$ cat src/rtl/thee_sync_qual_pkg.sv
// Shared types and helpers for the synchronized-bus qualifier.
package thee_sync_qual_pkg;

    typedef enum logic {
        QS_IDLE = 1'b0,
        QS_PEND = 1'b1
    } qual_state_e;

    // Guarded so an illegal STABLE_CYCLES still yields a legal width before the
    // elaboration check in the top reports it.
    function automatic int cnt_width(input int stable);
        return (stable < 1) ? 1 : $clog2(stable + 1);
    endfunction

endpackage

$ cat src/rtl/thee_stable_cnt.sv
// Previous-sample register plus saturating run-length counter for the bus.
module thee_stable_cnt
    import thee_sync_qual_pkg::*;
#(
    parameter int               WIDTH         = 4,
    parameter int               STABLE_CYCLES = 3,
    parameter logic [WIDTH-1:0] RST_VAL       = '0
) (
    input  logic             clk,
    input  logic             rstn,
    input  logic [WIDTH-1:0] d_sync,
    output logic [WIDTH-1:0] d_prev,
    output logic             stable_hit
);

    localparam int            CW       = cnt_width(STABLE_CYCLES);
    localparam logic [CW-1:0] CNT_MAX  = CW'(STABLE_CYCLES);
    localparam logic [CW-1:0] CNT_LAST = CW'(STABLE_CYCLES - 1);

    logic [CW-1:0] cnt;

    always_ff @(posedge clk or negedge rstn) begin
        if (!rstn) begin
            d_prev <= RST_VAL;
            cnt    <= '0;
        end else begin
            d_prev <= d_sync;
            if (d_sync != d_prev) begin
                cnt <= '0;
            end else if (cnt != CNT_MAX) begin
                cnt <= cnt + 1'b1;
            end
        end
    end

    // Fires on the single edge that completes STABLE_CYCLES equal compares;
    // saturation keeps it from firing again while the value is held.
    assign stable_hit = (d_sync == d_prev) && (cnt == CNT_LAST);

endmodule

$ cat src/rtl/thee_sync_bus_qualifier.sv
// Qualifies a synchronized multi-bit bus and hands stable values downstream on valid/ready.
module thee_sync_bus_qualifier
    import thee_sync_qual_pkg::*;
#(
    parameter int               WIDTH         = 4,
    parameter int               STABLE_CYCLES = 3,
    parameter logic [WIDTH-1:0] RST_VAL       = '0
) (
    input  logic             clk,
    input  logic             rstn,
    input  logic [WIDTH-1:0] d_sync,
    output logic [WIDTH-1:0] q_data,
    output logic             q_valid,
    input  logic             q_ready,
    output logic             q_change,
    output logic             q_overrun
);

    if (STABLE_CYCLES < 1) begin : g_bad_stable
        $error("thee_sync_bus_qualifier: STABLE_CYCLES must be >= 1");
    end

    qual_state_e      state, state_nxt;
    logic [WIDTH-1:0] d_prev;
    logic             stable_hit;
    logic             accept;

    thee_stable_cnt #(
        .WIDTH        (WIDTH),
        .STABLE_CYCLES(STABLE_CYCLES),
        .RST_VAL      (RST_VAL)
    ) u_stable_cnt (
        .clk       (clk),
        .rstn      (rstn),
        .d_sync    (d_sync),
        .d_prev    (d_prev),
        .stable_hit(stable_hit)
    );

    // stable_hit implies d_sync == d_prev, so comparing the registered copy is equivalent.
    assign accept = stable_hit && (d_prev != q_data);

    always_ff @(posedge clk or negedge rstn) begin
        if (!rstn) begin
            state <= QS_IDLE;
        end else begin
            state <= state_nxt;
        end
    end

    always_comb begin
        state_nxt = state;
        unique case (state)
            QS_IDLE: if (accept)              state_nxt = QS_PEND;
            QS_PEND: if (q_ready && !accept)  state_nxt = QS_IDLE;
            default:                          state_nxt = QS_IDLE;
        endcase
    end

    always_ff @(posedge clk or negedge rstn) begin
        if (!rstn) begin
            q_data    <= RST_VAL;
            q_change  <= 1'b0;
            q_overrun <= 1'b0;
        end else begin
            q_change  <= accept;
            q_overrun <= accept && (state == QS_PEND) && !q_ready;
            if (accept) begin
                q_data <= d_sync;
            end
        end
    end

    assign q_valid = (state == QS_PEND);

endmodule

$ cat config.mk
export PLATFORM = sky130hd
export DESIGN_NAME = thee_sync_bus_qualifier
export DESIGN_NICKNAME = d
export VERILOG_FILES = /design/src/rtl/thee_sync_qual_pkg.sv /design/src/rtl/thee_stable_cnt.sv /design/src/rtl/thee_sync_bus_qualifier.sv
export SDC_FILE = /design/constraint.sdc
export NUM_CORES = 1
export LEC_CHECK = 0
export BUFFER_PORTS_ARGS = -buffer_cell sky130_fd_sc_hd__buf_2
export CORE_UTILIZATION = 40
export DETAILED_ROUTE_END_ITERATION = 10
export PLACE_DENSITY = 0.63
export SLEW_MARGIN = 20
export SYNTH_ARGS = -nofsm -noshare
export SYNTH_HDL_FRONTEND = slang
export SYNTH_SLANG_ARGS = --single-unit
$ cat constraint.sdc
create_clock -name clk -period 1.6 [get_ports clk]
set_clock_uncertainty 0.05 [all_clocks]
set_input_delay 0.48 -clock clk [delete_from_list [all_inputs] [get_ports clk]]
set_output_delay 0.48 -clock clk [all_outputs]
set_load 0.03 [all_outputs]
==> out/qor.txt <==
status: completed
CTS buffer count: 3
initial antenna violation count: 0
ant diodes: 0
Area after DPL: 704 um^2
clk_lat worst skew: 270 ps
Setup violations, final: 0
register share of total power: 0.562
total vias in the final route: 365
fmax: 650 MHz
pin count of the biggest net entering global routing: 14
Synth cell types: 14
Synth warnings: 0
Hold WS: 32.3 ps
PortBufs: 13
GP Congestion: 0.638
grt ovf: 0
Area Overhead vs Synth: 34.4%
Clk network pwr share: 0.318
Worst VDD drop: 407 uV
Leak: 0.410 nW
Int Pwr: 0.474 mW
combinational power share: 0.121
Critical Path Sink Type: register
die area: 1570 um^2
final worst path period share: 0.961
Net Switching: 0.142 mW
CTS clk-pin slew, worst paths: 80 ps
Detailed Route Iter0 Violations: 2
Initial Util: 0.431
Critical Path Source Type: register
syn_area_per_cell: 13.9 um^2
switching share of power: 0.230
Max Cap Viol: 0
share of cells above drive strength 1: 0.523
CTS root buf: clkbuf_4
design area: 763 um^2
pre-CTS WS: -154 ps
setup ws final: 61.7 ps
setup TNS: 0 ps
Hold WC Path Type: in2async
unrepaired setup endpoints after global routing: no
die width: 39.7 um
fin nets: 75
PD cells: 807 nW/um^2
Routed WL per cell: 12.8 um
first-pass GRT wire length: 1550 um
Yosys reg bits: 13
R2R Setup Slk: 60 ps
Via density: 4.56
Total Wirelength: 1020 um
critical path fanouts, max: 4
# IOs: 14
Core ar.: 1320 um^2
Gate Count Post-Synth: 41
CTS tree: yes
final core occ: 0.579
Die Height: 39.7 um
CP required: 1710 ps
CTS Buffer Depth: 2
# DRC: 0
kind of critical path: reg2reg
min Tclk post-route: 1540 ps
num rows: 13
Post-DRT Antenna Nets: 0
slew margin rel.: 0.805
Sink Count: 13
Slew Limit Fails: 0
register area share after synthesis: 0.573
DRT Pass-1 Iters: 2
hpwl dp: 795 um
WP data arrival: 1650 ps
mapped cell area: 568 um^2
Hold Buf Count CTS: 0
Final Hold Viols: 0
overall global routing resource usage: 0.162
H-tree levels: 1
worst slew pin tran: 292 ps
vias in the first global route: 365
syn_nets: 50
placed cells by master (no fill, tap or decap), drive strengths merged:
master,count
a21oi,1
ha,2
nor2,4
inv,2
nand4,2
nand3,1
xnor2,8
clkbuf,4
xor2,1
dfrtp,13
mux2,4
nand2,1
nand2b,1
and4,1
buf,20
path summary, 6_finish.rpt:
path                                                        from                               end  cells after the start
worst max register to register  u_stable_cnt.d_prev[3]$_DFF_PN0_             q_data[1]$_DFFE_PN0P_                      5
max in group asynchronous                                   rstn               q_overrun$_DFF_PN0_                      1
worst min-delay path                                        rstn   u_stable_cnt.cnt[0]$_DFFE_PN0P_                      1
worst max-delay path            u_stable_cnt.d_prev[3]$_DFF_PN0_             q_data[1]$_DFFE_PN0P_                      5
worst min register to register                 q_valid$_DFF_PN0_                 q_valid$_DFF_PN0_                      2
min in group clk                                       d_sync[1]  u_stable_cnt.d_prev[1]$_DFF_PN0_                      1
through the flow:
stage | power [mW] | instances
floorplan | 0.381 | 41
global placement | 0.416 | 76
detailed placement | 0.418 | 76
CTS | 0.621 | 80
global route | 0.651 | 80
finish | 0.616 | 80
final cells by class:
cell class	count	area, um^2
well taps	15	18.8
fillers	120	554
repair buffers	20	118
multi-input cells	26	265
clock buffers	4	26.3
inverters	2	10.0
flip-flops and latches	13	325
per-layer routing:
metal	vias to the layer above	track usage	wire [um]
met2	9	0.283	544
met4	0	0.0776	0
met3	0	0.0511	33
li1	186	-	-
met5	-	0	0
met1	170	0.173	442
worst max-delay path, stage by stage (launching register included):
cell and delay [ps]:
dfrtp_1 430, xnor2_2 190, and4_4 250, nand3_4 120, inv_4 90, mux2_4 300
repair_timing:
item	in CTS	in global routing
setup endpoints to repair	2	2
setup buffers	0	0
pin swaps	0	2
resized for setup	1	4
sequential cells by signal (all words and copies together) (netlist names):
register             count
q_valid                  1
u_stable_cnt.d_prev      4
q_data                   4
q_overrun                1
u_stable_cnt.cnt         2
q_change                 1
cell usage after synthesis:
library cell   n  area (um^2)
inv_2          1         3.75
xnor2_1        8         70.1
mux2_4         4         60.1
xor2_1         1         8.76
inv_1          1         3.75
nand2b_1       1         6.26
ha_1           2         25.0
nand2_1        1         3.75
a21oi_1        1         5.00
dfrtp_1       13          325
nand4_1        2         12.5
nor2_1         4         15.0
and4_4         1         11.3
nand3_4        1         17.5
power groups by stage:
| stage | logic (mW) | registers [mW] | clock network (mW) |
|---|---|---|---|
| 2_1_floorplan | 0.0277 | 0.353 | 0 |
| 3_3_place_gp | 0.0656 | 0.350 | 0 |
| 3_5_place_dp | 0.0670 | 0.351 | 0 |
| 4_1_cts | 0.0694 | 0.345 | 0.206 |
| 5_1_grt | 0.0809 | 0.347 | 0.223 |
| 6_report | 0.0743 | 0.346 | 0.196 |
cells by family after synthesis:
| logic type | synth area share |
|---|---|
| buffers and inverters | 0.0132 |
| AO/OA/AOI/OAI | 0.00880 |
| flip-flops | 0.573 |
| AND/OR/NAND/NOR | 0.117 |
| multiplexers | 0.106 |
| adder cells (fa/ha/maj) | 0.0440 |
| XOR/XNOR | 0.139 |
Power figures use the tool's default switching activity.
